### config.mk
export PLATFORM = sky130hd
export DESIGN_NAME = csa_frame_accumulator
export DESIGN_NICKNAME = d
export VERILOG_FILES = /design/src/rtl/csa_frame_accumulator.sv
export SDC_FILE = /design/constraint.sdc
export NUM_CORES = 1
export LEC_CHECK = 0
export CAP_MARGIN = 25
export CORE_ASPECT_RATIO = 1.75
export CORE_MARGIN = 2
export CORE_UTILIZATION = 39
export DETAILED_ROUTE_END_ITERATION = 7
export DONT_BUFFER_PORTS = 1
export GPL_ROUTABILITY_DRIVEN = 0
export GPL_TIMING_DRIVEN = 0
export PLACE_DENSITY_LB_ADDON = 0.15
export SLEW_MARGIN = 20
export SYNTH_ARGS = -nofsm -noshare
export SYNTH_HDL_FRONTEND = slang
export SYNTH_SLANG_ARGS = --single-unit
### constraint.sdc
create_clock -name clk -period 3.7 [get_ports clk]
set_input_delay 0.37 -clock clk [delete_from_list [all_inputs] [get_ports clk]]
set_output_delay 0.37 -clock clk [all_outputs]
set_load 0.01 [all_outputs]
### src/rtl/csa_frame_accumulator.sv
// Packs a W-bit operand stream into groups of four, reduces each group through a
// carry-save tree plus a ripple stage, and accumulates group sums into a frame total.
module csa_frame_accumulator #(
    parameter int W      = 4,
    parameter int GROUPS = 4,    // must be >= 1 and a power of two
    localparam int GW    = W + 2,
    localparam int ACC_W = W + 2 + $clog2(GROUPS)
) (
    input  logic             clk,
    input  logic             rst_n,
    input  logic             in_valid,
    input  logic [W-1:0]     in_data,
    input  logic             in_last,
    output logic             in_ready,
    output logic             out_valid,
    output logic [ACC_W-1:0] out_sum,
    input  logic             out_ready,
    output logic             busy,
    output logic [1:0]       dbg_state_o
);

    localparam int GCW = $clog2(GROUPS) + 1;

    // Handshakes: a transfer happens on a rising edge where valid && ready are both
    // high. in_ready and out_valid come from registers only, so neither depends
    // combinationally on in_valid or out_ready.
    typedef enum logic [1:0] {
        ST_COLLECT = 2'd0,
        ST_ADD     = 2'd1,
        ST_DONE    = 2'd2
    } state_e;

    state_e           state_q;
    logic [W-1:0]     slot_q [4];
    logic [1:0]       slot_cnt_q;
    logic [GCW-1:0]   grp_cnt_q;
    logic             last_seen_q;
    logic [ACC_W-1:0] acc_q;
    logic             in_ready_q;
    logic             out_valid_q;
    logic             busy_q;

    logic [GW-1:0] op0, op1, op2, op3;
    logic [GW-1:0] s1_sum, s1_cry, s2_sum, s2_cry, grp_sum;

    function automatic logic [GW-1:0] ripple_add(input logic [GW-1:0] a,
                                                 input logic [GW-1:0] b);
        logic          c;
        logic [GW-1:0] s;
        c = 1'b0;
        s = '0;
        for (int i = 0; i < GW; i++) begin
            s[i] = a[i] ^ b[i] ^ c;
            c    = (a[i] & b[i]) | (c & (a[i] ^ b[i]));
        end
        return s;
    endfunction

    assign op0 = GW'(slot_q[0]);
    assign op1 = GW'(slot_q[1]);
    assign op2 = GW'(slot_q[2]);
    assign op3 = GW'(slot_q[3]);

    // Two 3:2 stages then one carry-propagate add; the true sum fits in GW bits,
    // so dropping carries shifted past the MSB loses nothing.
    assign s1_sum  = op0 ^ op1 ^ op2;
    assign s1_cry  = ((op0 & op1) | (op0 & op2) | (op1 & op2)) << 1;
    assign s2_sum  = s1_sum ^ s1_cry ^ op3;
    assign s2_cry  = ((s1_sum & s1_cry) | (s1_sum & op3) | (s1_cry & op3)) << 1;
    assign grp_sum = ripple_add(s2_sum, s2_cry);

    always_ff @(posedge clk or negedge rst_n) begin
        if (!rst_n) begin
            state_q     <= ST_COLLECT;
            for (int i = 0; i < 4; i++) slot_q[i] <= '0;
            slot_cnt_q  <= '0;
            grp_cnt_q   <= '0;
            last_seen_q <= 1'b0;
            acc_q       <= '0;
            in_ready_q  <= 1'b1;
            out_valid_q <= 1'b0;
            busy_q      <= 1'b0;
        end else begin
            case (state_q)
                ST_COLLECT: begin
                    if (in_valid) begin
                        slot_q[slot_cnt_q] <= in_data;
                        slot_cnt_q         <= slot_cnt_q + 2'd1;
                        busy_q             <= 1'b1;
                        if (in_last) last_seen_q <= 1'b1;
                        if (slot_cnt_q == 2'd3 || in_last) begin
                            state_q    <= ST_ADD;
                            in_ready_q <= 1'b0;
                        end
                    end
                end
                ST_ADD: begin
                    acc_q      <= acc_q + ACC_W'(grp_sum);
                    grp_cnt_q  <= grp_cnt_q + GCW'(1);
                    slot_cnt_q <= '0;
                    for (int i = 0; i < 4; i++) slot_q[i] <= '0;
                    if (last_seen_q || (grp_cnt_q + GCW'(1) == GCW'(GROUPS))) begin
                        state_q     <= ST_DONE;
                        out_valid_q <= 1'b1;
                    end else begin
                        state_q    <= ST_COLLECT;
                        in_ready_q <= 1'b1;
                        busy_q     <= 1'b0;
                    end
                end
                ST_DONE: begin
                    if (out_ready) begin
                        acc_q       <= '0;
                        grp_cnt_q   <= '0;
                        last_seen_q <= 1'b0;
                        state_q     <= ST_COLLECT;
                        out_valid_q <= 1'b0;
                        in_ready_q  <= 1'b1;
                        busy_q      <= 1'b0;
                    end
                end
                default: begin
                    state_q     <= ST_COLLECT;
                    in_ready_q  <= 1'b1;
                    out_valid_q <= 1'b0;
                    busy_q      <= 1'b0;
                end
            endcase
        end
    end

    assign in_ready    = in_ready_q;
    assign out_valid   = out_valid_q;
    assign out_sum     = acc_q;
    assign busy        = busy_q;
    assign dbg_state_o = state_q;

    a_ready_valid_excl: assert property (@(posedge clk) disable iff (!rst_n)
        !(in_ready && out_valid));
    a_out_hold: assert property (@(posedge clk) disable iff (!rst_n)
        (out_valid && !out_ready) |=> (out_valid && $stable(out_sum)));
    a_busy_collect: assert property (@(posedge clk) disable iff (!rst_n)
        (state_q == ST_COLLECT) |-> (busy == (slot_cnt_q != 2'd0)));

endmodule
==> metrics.log, run 1 <==
[metrics] status: complete, but fails checks
[metrics] violated checks: negative setup slack
[metrics] capture instance of the worst register-to-register path: out_sum[6]$_DFFE_PN0P_
[metrics] portion of the post-synthesis area used by sequential elements: 39.0%
[metrics] number of failing hold endpoints at the final stage: 0
[metrics] maximum count of clock buffers along a single path: 2
[metrics] number of enable-type register cells in the synthesized netlist: 0
[metrics] cell area reported after detailed placement: 2370 um2
[metrics] Synth Area in Adders: 17.6%
[metrics] detailed placement HPWL: 3840 um
[metrics] synthesized net count: 265
[metrics] wire length of the first global-routing pass: slightly below 9000 um
[metrics] die area: roughly 6400 um2
[metrics] io pins: 22
[metrics] xor-xnor portion of the synthesized cell area: 1.17%
[metrics] synthesized cell area: 2250 um2
[metrics] post-detailed-route via-to-cell ratio: 5.27
[metrics] total congestion overflow: 0
[metrics] # DRC: 0
[metrics] count of nets left with antenna violations after detail routing: 0
[metrics] origin of the worst min-delay path: in_data[1]
[metrics] fraction of the cycle the final worst path needs: 109%
[metrics] required time of the critical path: 3.92 ns
[metrics] number of antenna repair diodes: 0
[metrics] max capacitance violation total: 0
[metrics] H-Tree Depth: 2
[metrics] number of global-route vias before repair: 1701
[metrics] summed area of non-filler cells in the final layout: 2560 um2
[metrics] final critical path time including I/O delays and setup: 4.04 ns
[metrics] total of warnings raised by yosys: 0
[metrics] Compound-Gate Fraction of Synth Area: 18.5%
[metrics] Tightest Hold Check Type: primary input to register
[metrics] clock tree from TritonCTS: yes
[metrics] largest net degree at the start of global routing: 36
[metrics] top achievable clock speed: around 250 MHz
[metrics] Cells after DPL: 307
[metrics] crit path max fanout: 4
[metrics] via count: 1686
[metrics] count of clock tree sinks: 35
[metrics] launching element type of the critical path: register
[metrics] critical path type: register to register
[metrics] Setup violations, final: 4
[metrics] worst endpoint data arrival time: 4.26 ns
[metrics] number of stages on the worst hold path: 1
[metrics] clock latency at the later pin of the worst-skew pair: 0.29 ns
[metrics] number of iterations in the first detailed-routing pass: 4
[metrics] NumNets Final: 277
[metrics] slack of the worst reg-to-reg path: -0.34 ns
[metrics] die span in y: 104 um
[metrics] Post-Synthesis Mean Instance Area: 9.73 um2
[metrics] CTS Root Cell: sky130_fd_sc_hd__clkbuf_8
[metrics] Area growth, synth to finish: 14.0%
[metrics] launch point of the critical path: op0[1]$_DFFE_PN0P_
[metrics] tightest slew margin relative to the limit: between 60 and 70%
[metrics] worst setup skew after layout: 0.00664 ns
[metrics] most common library cell in the layout ignoring fill and taps: sky130_fd_sc_hd__dfrtp_1
[metrics] worst setup margin: -0.339 ns
[metrics] Starting Density: 40.3%
[metrics] Post-Layout Cell Count: 320
[metrics] Core Box Area: 5590 um2
[metrics] length in cells of the worst reg-to-reg path: 14
[metrics] Port Buf Inserts: 0
[metrics] commonest non-fill, non-tap cells in the layout: sky130_fd_sc_hd__dfrtp_1, sky130_fd_sc_hd__o21ai_0, sky130_fd_sc_hd__inv_1
[metrics] post-synthesis cell count: 231
[metrics] startpoint of the worst register-to-register path: op0[1]$_DFFE_PN0P_
[metrics] Synth Flop Type: sky130_fd_sc_hd__dfrtp_1
[metrics] GRT Overall Usage: 18.5%
[metrics] Iteration-0 DRC Markers: 82
[metrics] WL per Instance: between 15 and 20 um
[metrics] pin slew with the least headroom to its limit: roughly 0.54 ns
[metrics] CTS clk-pin slew, worst paths: 0.08 ns
[metrics] register bit count reported by yosys: 35
[metrics] largest family of logic cells by synthesized area: compound AO/OA/AOI/OAI gates
[metrics] kind of capture point of the worst setup path: register
[metrics] count of final max-slew check failures: 0
[metrics] Site Rows: 36
[metrics] unrepaired setup endpoints after global routing: true
[metrics] simple-gate share of the synthesized area: 11.8%
[metrics] post-detailed-routing wire length: 5180 um
[metrics] ys async rst share: 100%
[metrics] proportion of synthesized area in mux cells: 4.90%
[metrics] Num CTS Buffers: 5
[metrics] post-synthesis cell type count: 42
[metrics] endpoint of the worst hold-timing path: op3[1]$_DFFE_PN0P_
[metrics] share of final-layout standard cells stronger than drive strength 1: about 17%
[metrics] DIE WIDTH: 61.4 um
[metrics] antenna violations before repair: 0
how the worst max path moves through the flow:
| stage | end | slack, ns |
|---|---|---|
| after floorplan | out_sum[5]$_DFFE_PN0P_ | -0.24 |
| after global placement | out_sum[5]$_DFFE_PN0P_ | -0.38 |
| after detailed placement | out_sum[5]$_DFFE_PN0P_ | -0.40 |
| after CTS | out_sum[5]$_DFFE_PN0P_ | -0.37 |
| after global routing | out_sum[5]$_DFFE_PN0P_ | -0.49 |
| final | out_sum[6]$_DFFE_PN0P_ | -0.34 |
routing by layer:
layer / global-route usage (%) / vias to the layer above / wire, um
met5: 0 / - / 0
met3: 3.86 / 10 / 180
li1: - / 817 / -
met2: 30.9 / 35 / 2840
met4: 6.69 / 0 / 129
met1: 22.6 / 824 / 2040
Yosys cell counts, types with 2 or more instances:
cell / instances / area share (%)
sky130_fd_sc_hd__dfrtp_1: 34 / 38
sky130_fd_sc_hd__clkbuf_1: 2 / 0.33
sky130_fd_sc_hd__fa_1: 11 / 9.8
sky130_fd_sc_hd__a311oi_1: 2 / 0.78
sky130_fd_sc_hd__nor2_1: 16 / 2.7
sky130_fd_sc_hd__a31oi_1: 2 / 0.56
sky130_fd_sc_hd__a21oi_2: 2 / 0.78
sky130_fd_sc_hd__xnor2_1: 2 / 0.78
sky130_fd_sc_hd__o22ai_1: 3 / 0.83
sky130_fd_sc_hd__nor3_1: 2 / 0.45
sky130_fd_sc_hd__mux2i_1: 11 / 4.9
sky130_fd_sc_hd__a31o_2: 3 / 1.2
sky130_fd_sc_hd__ha_1: 14 / 7.8
sky130_fd_sc_hd__o21ai_0: 25 / 5.6
sky130_fd_sc_hd__inv_1: 24 / 4.0
sky130_fd_sc_hd__buf_4: 2 / 0.67
sky130_fd_sc_hd__a211oi_1: 3 / 1.0
sky130_fd_sc_hd__nand3_1: 4 / 0.89
sky130_fd_sc_hd__nand2b_1: 2 / 0.56
sky130_fd_sc_hd__buf_2: 6 / 1.3
sky130_fd_sc_hd__a21oi_1: 15 / 3.3
sky130_fd_sc_hd__a21o_1: 2 / 0.67
sky130_fd_sc_hd__nand2_1: 19 / 3.2
sky130_fd_sc_hd__nor2b_1: 5 / 1.4
sky130_fd_sc_hd__a32o_1: 3 / 1.3
metrics by stage:
stage | utilization [%] | setup TNS [ns] | hold slack, ns | worst slack [ns]
after floorplan | - | -0.487 | 0.0744 | -0.240
after global placement | 42.4 | -0.991 | 0.0753 | -0.377
after detailed placement | 42.4 | -1.01 | 0.0754 | -0.397
after CTS | 45.3 | -1.09 | 0.230 | -0.370
after global routing | 45.9 | -1.67 | 0.228 | -0.487
final | 45.9 | -1.06 | 0.238 | -0.339
cells by family (layout without fill, tap and decap cells):
kind of cell    after synthesis  after routing
compound gates               67             67
simple gates                 54             54
buf+inv                      36             49
flops                        35             35
fa+ha+maj                    25             25
mux                          11             11
xor+xnor                      3              3
critical path, cell delays in order (launching register included):
cell	delay [ns]
sky130_fd_sc_hd__dfrtp_1	0.40
sky130_fd_sc_hd__fa_1	0.55
sky130_fd_sc_hd__inv_2	0.04
sky130_fd_sc_hd__fa_1	0.49
sky130_fd_sc_hd__inv_1	0.04
sky130_fd_sc_hd__ha_2	0.16
sky130_fd_sc_hd__fa_2	0.34
sky130_fd_sc_hd__fa_2	0.35
sky130_fd_sc_hd__fa_1	0.53
sky130_fd_sc_hd__ha_4	0.22
sky130_fd_sc_hd__buf_4	0.14
sky130_fd_sc_hd__o21a_1	0.09
sky130_fd_sc_hd__o31a_1	0.13
sky130_fd_sc_hd__o31ai_2	0.28
sky130_fd_sc_hd__mux2i_1	0.20
state kept, by name (all words and copies together) (netlist names):
name,count
last_seen_q,1
grp_cnt_q,3
in_ready,1
busy,1
op1,4
op0,4
out_sum,8
op2,4
op3,4
slot_cnt_q,2
out_valid,1
dbg_state_o,2
final cells by class:
| cell class | count | area, um2 |
|---|---|---|
| plain buffers | 11 | 63.8 |
| well taps | 76 | 95.1 |
| multi-input cells | 160 | 1260 |
| clock buffers | 6 | 82.6 |
| inverters | 25 | 93.8 |
| flip-flops and latches | 35 | 877 |
| repair buffers | 5 | 52.6 |
| fillers | 577 | 3020 |
| clock inverters | 2 | 35.0 |
repair_timing:
item | 4_1_cts | 5_1_grt
gates resized for setup | 0 | 6
hold buffers | 2 | 0
endpoints found under the setup margin | 4 | 4
gates cloned | 0 | 0
setup buffers | 2 | 1
endpoints found under the hold margin | 35 | 0
pin swaps | 2 | 4
Power of run 1 is not shown: default switching activity piles up to over one toggle a cycle in this logic, so the estimate is an artifact.
==> inputs of run 2 (changes only) <==
--- a/config.mk
+++ b/config.mk
@@ -12,8 +12,8 @@
 export DETAILED_ROUTE_END_ITERATION = 7
 export DONT_BUFFER_PORTS = 1
 export GPL_ROUTABILITY_DRIVEN = 0
-export GPL_TIMING_DRIVEN = 0
-export PLACE_DENSITY_LB_ADDON = 0.15
+export PLACE_DENSITY = 0.57
+export RECOVER_POWER = 100
 export SLEW_MARGIN = 20
 export SYNTH_ARGS = -nofsm -noshare
 export SYNTH_HDL_FRONTEND = slang
==> run 2 against run 1 <==
The flow finishes with violations (max-capacitance violations, max-slew violations, negative setup slack). Highest routed layer unchanged. Global-route usage fell by 1.2 points. Routed wire length fell by 6.2%. Critical path type unchanged. Largest cell class unchanged. Critical endpoint is now out_sum[5]$_DFFE_PN0P_. Critical path depth fell by 1.
==> metrics.log, run 2 (synthesis gave the netlist of run 1 again) <==
[metrics] clock latency at the later pin of the worst-skew pair: 0.29 ns (about the same)
[metrics] number of iterations in the first detailed-routing pass: 4 (unchanged)
[metrics] worst setup skew after layout: 0.00606 ns (was 0.00664 ns)
[metrics] unrepaired setup endpoints after global routing: true (unchanged)
[metrics] delay contributed by the slowest stage of the critical path: 0.55 ns (about the same)
[metrics] fill cell instance count of the final layout: 569 (was 577)
[metrics] tightest slew margin relative to the limit: -31.4% (was 63.5%)
[metrics] number of global-route vias before repair: 1779 (was 1701)
[metrics] Tightest Hold Check Type: primary input to register (unchanged)
[metrics] Iteration-0 DRC Markers: 52 (was 82)
[metrics] worst endpoint data arrival time: 4.19 ns (was 4.26 ns)
[metrics] kind of capture point of the worst setup path: register (unchanged)
[metrics] Post-Layout Cell Count: 321 (was 320)
[metrics] detailed placement HPWL: 3580 um (was 3840 um)
[metrics] worst setup margin: -0.303 ns (was -0.339 ns)
[metrics] Num CTS Buffers: 5 (unchanged)
[metrics] share of final-layout standard cells stronger than drive strength 1: 16.3% (was 16.8%)
[metrics] logic depth of the worst setup path including buffers: 13 (was 14)
[metrics] required time of the critical path: 3.89 ns (was 3.92 ns)
[metrics] max capacitance violation total: 1 (was 0)
[metrics] crit path max fanout: 5 (was 4)
[metrics] count of clock tree sinks: 35 (unchanged)
[metrics] post-detailed-route via-to-cell ratio: 5.19 (was 5.27)
[metrics] die area: 6410 um2 (unchanged)
[metrics] launching element type of the critical path: register (unchanged)
[metrics] Cells after DPL: 310 (was 307)
[metrics] commonest non-fill, non-tap cells in the layout: sky130_fd_sc_hd__dfrtp_1, sky130_fd_sc_hd__o21ai_0, sky130_fd_sc_hd__inv_1 (unchanged)
[metrics] total congestion overflow: 0 (unchanged)
[metrics] top achievable clock speed: 250 MHz (was 248 MHz)
[metrics] GRT Overall Usage: 17.4% (was 18.5%)
[metrics] post-detailed-routing wire length: 4860 um (was 5180 um)
[metrics] Area growth, synth to finish: 13.4% (was 14.0%)
[metrics] crit-path leading delay family: adder cells (unchanged)
[metrics] WL met2: 2630 um (was 2840 um)
[metrics] fraction of the cycle the final worst path needs: 108% (was 109%)
[metrics] final-layout worst hold slack: 0.211 ns (was 0.238 ns)
[metrics] capture instance of the worst register-to-register path: out_sum[5]$_DFFE_PN0P_ (was out_sum[6]$_DFFE_PN0P_)
[metrics] launch point of the critical path: op0[1]$_DFFE_PN0P_ (unchanged)
[metrics] met3 wirelength from detailed routing: 159 um (was 180 um)
[metrics] CTS Root Cell: sky130_fd_sc_hd__clkbuf_8 (unchanged)
[metrics] H-Tree Depth: 2 (unchanged)
[metrics] wire length of the first global-routing pass: 8290 um (was 8780 um)
[metrics] violated checks: max-capacitance violations, max-slew violations, negative setup slack (was negative setup slack)
[metrics] number of failing hold endpoints at the final stage: 0 (unchanged)
[metrics] die span in y: 104 um (unchanged)
[metrics] pin slew with the least headroom to its limit: 1.97 ns (was 0.545 ns)
[metrics] Core Box Area: 5590 um2 (unchanged)
[metrics] critical-path cell list: fa_1, inv_2, fa_1, inv_1, ha_2, fa_2, fa_2, fa_1, ha_4, nand3_2, o211ai_1, or4_1, and3_1 (was fa_1, inv_2, fa_1, inv_1, ha_2, fa_2, fa_2, fa_1, ha_4, buf_4, o21a_1, o31a_1, o31ai_2, mux2i_1)
[metrics] max reg flops: 8 (unchanged)
[metrics] length in cells of the worst reg-to-reg path: 13 (was 14)
[metrics] antenna violations before repair: 0 (unchanged)
[metrics] Starting Density: 40.3% (unchanged)
[metrics] status: complete, but fails checks (unchanged)
[metrics] critical path type: register to register (unchanged)
[metrics] io pins: 22 (unchanged)
[metrics] met1 wire length: 1920 um (was 2040 um)
[metrics] count of nets left with antenna violations after detail routing: 0 (unchanged)
[metrics] Setup violations, final: 4 (unchanged)
[metrics] Port Buf Inserts: 0 (unchanged)
[metrics] slack of the worst reg-to-reg path: -0.30 ns (was -0.34 ns)
[metrics] clock tree from TritonCTS: yes (unchanged)
[metrics] NumNets Final: 278 (was 277)
[metrics] DIE WIDTH: 61.4 um (unchanged)
[metrics] CTS clk-pin slew, worst paths: 0.07 ns (was 0.08 ns)
[metrics] Worst Setup EP: out_sum[5]$_DFFE_PN0P_ (was out_sum[6]$_DFFE_PN0P_)
[metrics] count of final max-slew check failures: 36 (was 0)
[metrics] slowest cell on the critical path: sky130_fd_sc_hd__fa_1 (unchanged)
[metrics] final critical path time including I/O delays and setup: 4.00 ns (was 4.04 ns)
[metrics] via count: 1666 (was 1686)
[metrics] WL per Instance: 15.1 um (was 16.2 um)
[metrics] startpoint of the worst register-to-register path: op0[1]$_DFFE_PN0P_ (unchanged)
[metrics] largest net degree at the start of global routing: 36 (unchanged)
[metrics] most common library cell in the layout ignoring fill and taps: sky130_fd_sc_hd__dfrtp_1 (unchanged)
[metrics] number of antenna repair diodes: 0 (unchanged)
[metrics] Site Rows: 36 (unchanged)
[metrics] buffer and inverter count on the worst path: 2 (was 3)
[metrics] maximum count of clock buffers along a single path: 2 (unchanged)
[metrics] # DRC: 0 (unchanged)
[metrics] uppermost layer routed: met4 (unchanged)
[metrics] Most common cell on crit path: sky130_fd_sc_hd__fa_1 (unchanged)
==> run 2: repair_timing <==
item                                    in CTS  in global routing
setup buffers                                0                  1
endpoints found under the setup margin       4                  4
hold buffers                                 2                  0
pin swaps                                    3                  0
resized for setup                            2                  3
endpoints found under the hold margin       35                  0
==> run 2: per-layer routing <==
layer	vias to the layer above	global-route usage, %
met2	26	29.9
met4	0	7.75
met3	10	3.86
met5	-	0
li1	820	-
met1	810	19.4
==> run 2: worst min path at each step <==
stage	start	endpoint	slack [ns]	cells past startpoint
finish	in_valid	slot_cnt_q[0]$_DFFE_PN0P_	0.21	2
global route	in_data[2]	op3[2]$_DFFE_PN0P_	0.23	1
detailed placement	rst_n	grp_cnt_q[2]$_DFFE_PN0P_	0.08	0
floorplan	rst_n	busy$_DFFE_PN0P_	0.07	0
global placement	rst_n	grp_cnt_q[1]$_DFFE_PN0P_	0.08	0
CTS	in_valid	slot_cnt_q[0]$_DFFE_PN0P_	0.20	2
==> run 2: through the flow <==
stage,setup WS [ns],cell area (um2),setup TNS (ns),util [%]
after floorplan,-0.240,2270,-0.487,-
after global placement,-0.303,2410,-0.940,43.1
after detailed placement,-0.355,2410,-1.11,43.1
after CTS,-0.302,2550,-0.943,45.7
after global routing,-0.445,2550,-1.50,45.6
final,-0.303,2550,-0.887,45.6
==> run 2: area by class of cell <==
| type | count | area (um2) | share of cell area (%) |
|---|---|---|---|
| inverters | 25 | 93.8 | 3.68 |
| repair buffers | 17 | 123 | 4.81 |
| multi-input cells | 160 | 1260 | 49.4 |
| clock buffers | 8 | 100 | 3.93 |
| well taps | 76 | 95.1 | 3.73 |
| flip-flops and latches | 35 | 877 | 34.4 |
Power of run 2 is left out for the same reason.
==> inputs of run 3 (changes only) <==
--- a/config.mk
+++ b/config.mk
@@ -12,7 +12,7 @@
 export DETAILED_ROUTE_END_ITERATION = 7
 export DONT_BUFFER_PORTS = 1
 export GPL_ROUTABILITY_DRIVEN = 0
-export PLACE_DENSITY = 0.57
+export PLACE_DENSITY = 0.6
 export RECOVER_POWER = 100
 export SLEW_MARGIN = 20
 export SYNTH_ARGS = -nofsm -noshare
==> run 3 against run 2 <==
The run still ends with max-capacitance violations, max-slew violations, negative setup slack left. Setup slack lost 0.028 ns. First-iteration DRC count shrank 3.8%. Count of clock-buffer cells in the layout is the same. Via count grew 2.2%. Routed wire length shrank 1.4%. Utilization shrank 0.18 points. Global-route usage shrank 0.25 points. Die area is the same. Sequential cell count is the same. Critical path depth is the same. Critical endpoint unchanged.
==> metrics.log, run 3 (synthesis gave the netlist of run 1 again) <==
[metrics] kind of capture point of the worst setup path: register (unchanged)
[metrics] Site Rows: 36 (unchanged)
[metrics] logic depth of the worst setup path including buffers: 13 (unchanged)
[metrics] worst setup skew after layout: 0.00409 ns (was 0.00606 ns)
[metrics] Multi-input gate area: 1260 um2 (about the same)
[metrics] status: complete, but fails checks (unchanged)
[metrics] commonest non-fill, non-tap cells in the layout: sky130_fd_sc_hd__dfrtp_1, sky130_fd_sc_hd__o21ai_0, sky130_fd_sc_hd__inv_1 (unchanged)
[metrics] critical-path cell list: fa_1, inv_2, fa_1, inv_1, ha_2, fa_2, fa_2, fa_1, ha_4, nand3_2, o211ai_1, or4_1, and3_4 (was fa_1, inv_2, fa_1, inv_1, ha_2, fa_2, fa_2, fa_1, ha_4, nand3_2, o211ai_1, or4_1, and3_1)
[metrics] largest net degree at the start of global routing: 36 (unchanged)
[metrics] total congestion overflow: 0 (unchanged)
[metrics] Starting Density: 40.3% (unchanged)
[metrics] crit path max fanout: 5 (unchanged)
[metrics] buffer and inverter count on the worst path: 2 (unchanged)
[metrics] critical path type: register to register (unchanged)
[metrics] antenna violations before repair: 0 (unchanged)
[metrics] required time of the critical path: 3.88 ns (was 3.89 ns)
[metrics] GRT Overall Usage: 17.1% (was 17.4%)
[metrics] detailed placement HPWL: 3560 um (was 3580 um)
[metrics] Final TNS setup: -0.977 ns (was -0.887 ns)
[metrics] Num CTS Buffers: 5 (unchanged)
[metrics] io pins: 22 (unchanged)
[metrics] Cells after DPL: 310 (unchanged)
[metrics] fill cell instance count of the final layout: 581 (was 569)
[metrics] violated checks: max-capacitance violations, max-slew violations, negative setup slack (unchanged)
[metrics] fraction of the cycle the final worst path needs: 109% (was 108%)
[metrics] endpoint of the worst hold-timing path: slot_cnt_q[0]$_DFFE_PN0P_ (unchanged)
[metrics] number of post-CTS setup repair buffers: 0 (unchanged)
[metrics] maximum count of clock buffers along a single path: 2 (unchanged)
[metrics] wire length of the first global-routing pass: 8190 um (was 8290 um)
[metrics] length in cells of the worst reg-to-reg path: 13 (unchanged)
[metrics] DIE WIDTH: 61.4 um (unchanged)
[metrics] register area: 877 um2 (unchanged)
[metrics] count of clock tree sinks: 35 (unchanged)
[metrics] die area: 6410 um2 (unchanged)
[metrics] crit-path leading delay family: adder cells (unchanged)
[metrics] die span in y: 104 um (unchanged)
[metrics] startpoint of the worst register-to-register path: op0[1]$_DFFE_PN0P_ (unchanged)
[metrics] Setup violations, final: 4 (unchanged)
[metrics] Area growth, synth to finish: 12.9% (was 13.4%)
[metrics] share of final-layout standard cells stronger than drive strength 1: 15.2% (was 16.3%)
[metrics] CTS clk-pin slew, worst paths: 0.07 ns (about the same)
[metrics] slowest cell on the critical path: sky130_fd_sc_hd__fa_1 (unchanged)
[metrics] post-detailed-routing wire length: 4790 um (was 4860 um)
[metrics] Iteration-0 DRC Markers: 50 (was 52)
[metrics] number of stages on the worst hold path: 2 (unchanged)
[metrics] Most common cell on crit path: sky130_fd_sc_hd__fa_1 (unchanged)
[metrics] number of antenna repair diodes: 0 (unchanged)
[metrics] launching element type of the critical path: register (unchanged)
[metrics] H-Tree Depth: 2 (unchanged)
[metrics] number of failing hold endpoints at the final stage: 0 (unchanged)
[metrics] top achievable clock speed: 248 MHz (was 250 MHz)
[metrics] count of nets left with antenna violations after detail routing: 0 (unchanged)
[metrics] delay contributed by the slowest stage of the critical path: 0.55 ns (about the same)
[metrics] number of iterations in the first detailed-routing pass: 4 (unchanged)
[metrics] most common library cell in the layout ignoring fill and taps: sky130_fd_sc_hd__dfrtp_1 (unchanged)
[metrics] slack of the worst reg-to-reg path: -0.33 ns (was -0.30 ns)
[metrics] clock latency at the later pin of the worst-skew pair: 0.28 ns (was 0.29 ns)
[metrics] Post-Layout Cell Count: 320 (was 321)
[metrics] unrepaired setup endpoints after global routing: true (unchanged)
[metrics] max reg flops: 8 (unchanged)
[metrics] capture instance of the worst register-to-register path: out_sum[5]$_DFFE_PN0P_ (unchanged)
[metrics] tightest slew margin relative to the limit: -27.8% (was -31.4%)
[metrics] clock tree from TritonCTS: yes (unchanged)
[metrics] Port Buf Inserts: 0 (unchanged)
[metrics] WL per Instance: 15.0 um (was 15.1 um)
[metrics] post-layout util: 45.5% (was 45.6%)
[metrics] worst setup margin: -0.331 ns (was -0.303 ns)
[metrics] max capacitance violation total: 1 (unchanged)
[metrics] # DRC: 0 (unchanged)
[metrics] Tightest Hold Check Type: primary input to register (unchanged)
[metrics] CTS Root Cell: sky130_fd_sc_hd__clkbuf_8 (unchanged)
[metrics] count of final max-slew check failures: 36 (unchanged)
[metrics] final critical path time including I/O delays and setup: 4.03 ns (was 4.00 ns)
[metrics] via count: 1703 (was 1666)
[metrics] Core Box Area: 5590 um2 (unchanged)
[metrics] number of global-route vias before repair: 1724 (was 1779)
[metrics] post-detailed-route via-to-cell ratio: 5.32 (was 5.19)
[metrics] NumNets Final: 277 (was 278)
[metrics] pin slew with the least headroom to its limit: 1.92 ns (was 1.97 ns)
[metrics] origin of the worst min-delay path: in_valid (unchanged)
[metrics] worst endpoint data arrival time: 4.21 ns (was 4.19 ns)
==> run 3: cell count changes in the layout (fill, tap and decap cells not counted), sizes merged <==
cell and change:
clkbuf +1, buf -2
==> run 3: layer usage <==
metal | track usage [%] | vias to the layer above | part of all wire [%]
met2 | 29.3 | 33 | 56
met5 | 0 | - | 0
li1 | - | 813 | -
met3 | 3.61 | 11 | 3.3
met4 | 8.97 | 0 | 3.9
met1 | 18.6 | 846 | 37
==> run 3: what timing repair did <==
action | in CTS | in global routing
pin swaps | 3 | 0
hold endpoints to repair | 35 | 0
endpoints found under the setup margin | 4 | 4
hold buffers | 2 | 0
resized for setup | 3 | 3
==> run 3: area by class of cell <==
| cell class | count | area share, % |
|---|---|---|
| Inverter | 25 | 3.70 |
| Timing Repair Buffer | 16 | 4.39 |
| Tap cell | 76 | 3.75 |
| Multi-Input combinational cell | 160 | 49.7 |
| Clock buffer | 8 | 3.94 |
| Sequential cell | 35 | 34.5 |
==> run 3: worst max-delay path by stage <==
stage,from,end,slack [ns]
4_1_cts,op0[1]$_DFFE_PN0P_,out_sum[5]$_DFFE_PN0P_,-0.31
3_3_place_gp,op0[1]$_DFFE_PN0P_,out_sum[5]$_DFFE_PN0P_,-0.30
6_report,op0[1]$_DFFE_PN0P_,out_sum[5]$_DFFE_PN0P_,-0.33
5_1_grt,op0[1]$_DFFE_PN0P_,out_sum[5]$_DFFE_PN0P_,-0.44
2_1_floorplan,op0[1]$_DFFE_PN0P_,out_sum[5]$_DFFE_PN0P_,-0.24
3_5_place_dp,op0[1]$_DFFE_PN0P_,out_sum[5]$_DFFE_PN0P_,-0.36
==> run 3: through the flow <==
| step | setup slack, ns | hold WS [ns] | cell area [um2] |
|---|---|---|---|
| floorplan | -0.240 | 0.0744 | 2270 |
| global placement | -0.302 | 0.0756 | 2410 |
| detailed placement | -0.358 | 0.0759 | 2410 |
| CTS | -0.310 | 0.213 | 2550 |
| global route | -0.439 | 0.230 | 2540 |
| finish | -0.331 | 0.222 | 2540 |
Power of run 3 is left out for the same reason.
==> patch, RTL diff (settings of run 1) <==
Change the parameter `W` from 4 to 6.
--- a/src/rtl/csa_frame_accumulator.sv
+++ b/src/rtl/csa_frame_accumulator.sv
@@ -3,3 +3,3 @@
 module csa_frame_accumulator #(
-    parameter int W      = 4,
+    parameter int W      = 6,
     parameter int GROUPS = 4,    // must be >= 1 and a power of two
Interface: changed (resized in_data and out_sum); port bits go from 22 to 26. The function was not compared with the original's and may differ.
==> patch against run 1 <==
- cell area is 25% higher
- count of clock-buffer cells in the layout grew 2
- setup slack worse by 0.68 ns
- critical path depth is 1 higher
- synthesized area rose by 25%
- core utilization increased by 0.49 points
- the flow still finishes with violations (negative setup slack)
- via count up 27%
- routed wire length up 25%
- largest cell class unchanged
- non-clock buffer count unchanged
- sequential cell count rose by 10
- synthesized cell count rose by 26%
Power is not shown: default switching activity piles up to over one toggle a cycle in this logic, so the estimate is an artifact.
==> patch: results (changes against run 1) <==
Parameter                              Value

Critical path
  Depth of the most critical reg-to-reg path ... 15 (+1)
  Crit-path max FO ... 3 (-1)
  Required @ worst endpoint ... 3.90 ns (-0.02 ns)
  Launch point of the critical path ... op0[1]

Placement
  Inst Count DP ... 374 (+22%)
  Dpl hpwl ... 4910 µm (+28%)
  Placement-stage worst setup slack ... -1.13 ns (-0.736 ns)
  Port Buffer Count ... 0 (unchanged)

Finish
  Share of post-route cells with drive strength above 1 ... 0.125 (-0.0430)
  Number of nets in the finished design ... 347 (+25%)
  Number of inserted diodes ... 0 (unchanged)
  Max FFs per register ... 10 (+2)
  Cell Count, Final, Fillers Out ... 388 (+21%)

Logic synthesis
  Synth Net Count ... 334 (+26%)
  Synth Warn # ... 0 (unchanged)
  XOR/XNOR Fraction of Synth Area ... 0.0125 (+0.000819)
  Share of the synthesized area in compound gates (AO/OA/AOI/OAI) ... 0.216 (+0.0309)
  Main area contributors after synthesis ... dfrtp_1 (39%), fa_1 (12%), ha_1 (7.1%), o21ai_0 (7.0%), a22oi_1 (6.7%)
  Most frequently used flop master after synthesis ... dfrtp_1
  Post-Syn Instances ... 290 (+26%)
  Most common library cells after synthesis ... dfrtp_1 (44), nand2_1 (41), o21ai_0 (39), inv_1 (29), a22oi_1 (25)
  Ys async rst share ... 1.00 (unchanged)
  Share of synthesized area occupied by flip-flops and latches ... 0.402 (+0.0123)
  Share of synthesized area spent on multiplexers ... 0.00357 (-0.0454)
  Post-synth cell types ... 44 (+4.8%)
  Synthesized-area fraction occupied by adder cells ... 0.193 (+0.0171)

Status
  Result of the run ... finished, violations left
  Violated checks ... negative setup slack

GRT
  Maximum number of pins on one net before global-route repair ... 46 (+28%)
  Global-route wire length before repair ... 11000 µm (+25%)
  GRT Overall Usage ... 0.188 (+0.00271)
  Antenna violations before repair ... 0 (unchanged)
  Number of global-route vias before repair ... 2232 (+31%)

Clock tree
  Max H-tree Level ... 2 (unchanged)
  Inserted Clock Buffers ... 5 (unchanged)
  CTS clock-pin slew for the worst setup and hold paths ... 0.06 ns (-0.02 ns)
  Buffer type at the clock tree root ... clkbuf_16
  Clock latency reported for the late side of the worst-skew pair ... 0.28 ns
  Buffer depth of the longest clock path ... 2 (unchanged)

Routing
  Via count of the routed design ... 2133 (+27%)
  Length of routed wiring on met1 ... 2510 µm (+23%)
  Highest metal layer used by the detailed router ... met4
  DRC marker count from the first detailed-route iteration ... 137 (+67%)
  Total detailed-routing wirelength ... 6500 µm (+25%)
  Pre-antenna DRT Iters ... 4 (unchanged)
  Amount of wire on met2 after detailed routing ... 3680 µm (+30%)
  DR WL met3 ... 194 µm (+7.8%)

Timing
  Setup ws final ... -1.02 ns (-0.677 ns)
  Worst-margin pin slew ... 0.530 ns (-0.0149 ns)
  Setup Skew ... 0.00326 ns (-0.00337 ns)
  Number of endpoints failing setup at the final stage ... 5 (+1)

Min path
  Hold Path Class ... input port to register
  Hold-critical path depth ... 2 (+1)
  Hold wc startpoint ... in_data[3]
==> patch: changes by cell type after synthesis, sizes merged, moves of 3 or more <==
| cell | run 1 | this run |
|---|---|---|
| mux2i | 11 | 1 |
| nand3 | 4 | 0 |
| fa | 11 | 17 |
| buf | 9 | 6 |
| dfrtp | 34 | 44 |
| nor2b | 5 | 2 |
| inv | 25 | 30 |
| nand2 | 19 | 41 |
| o21ai | 25 | 40 |
| o22ai | 3 | 0 |
| a21oi | 17 | 7 |
| a22oi | 0 | 25 |
==> patch: worst max-delay path: stages (launching register included) <==
cell and delay [ns]:
dfrtp_1 0.40, fa_1 0.55, inv_2 0.04, fa_1 0.50
inv_1 0.04, ha_2 0.18, fa_2 0.34, fa_2 0.35
fa_2 0.35, fa_2 0.35, fa_1 0.53, ha_4 0.22
a21o_1 0.17, a21o_1 0.19, a221o_1 0.34, o211ai_1 0.08
==> patch: what timing repair did <==
item	CTS	global route
endpoints found under the setup margin	6	6
endpoints found under the hold margin	45	0
pin swaps	5	4
gates resized for setup	4	3
gates cloned	0	0
buffers inserted	3	1
hold buffers	2	0
==> patch: worst paths after layout <==
path	endpoint	slack, ns
hold / removal	op1[3]	0.29
hold reg to reg	grp_cnt_q[2]	0.51
setup reg to reg	out_sum[9]	-1.02
max in group asynchronous	in_ready	2.85
min in group asynchronous	grp_cnt_q[2]	0.59
setup / recovery	out_sum[9]	-1.02
==> patch: area by class of cell <==
| type | instances | area (µm²) |
|---|---|---|
| Fill cell | 666 | 3700 |
| Tap cell | 84 | 105 |
| Multi-Input combinational cell | 205 | 1600 |
| Inverter | 30 | 113 |
| Timing Repair Buffer | 6 | 67.6 |
| Sequential cell | 45 | 1130 |
| Clock buffer | 8 | 146 |
| Buffer | 10 | 42.5 |
==> patch: through the flow <==
stage / setup TNS (ns) / cell area, µm² / hold slack (ns) / utilization
after global placement: -4.05 / 2950 / 0.0757 / 0.427
after global routing: -4.80 / 3200 / 0.294 / 0.464
after floorplan: -3.20 / 2840 / 0.0744 / -
after detailed placement: -4.23 / 2950 / 0.0763 / 0.427
after CTS: -4.08 / 3180 / 0.284 / 0.461
final: -3.98 / 3200 / 0.292 / 0.464
==> patch: logic make-up after synthesis <==
logic type      Yosys count
compound gates           93
flops                    45
buf+inv                  40
mux                       1
simple gates             74
fa+ha+maj                33
xor+xnor                  4
==> patch: per-layer routing <==
layer,up-vias,track usage
met5,-,0
met4,0,0.0573
met3,8,0.0347
met2,39,0.357
met1,1059,0.202
li1,1027,-
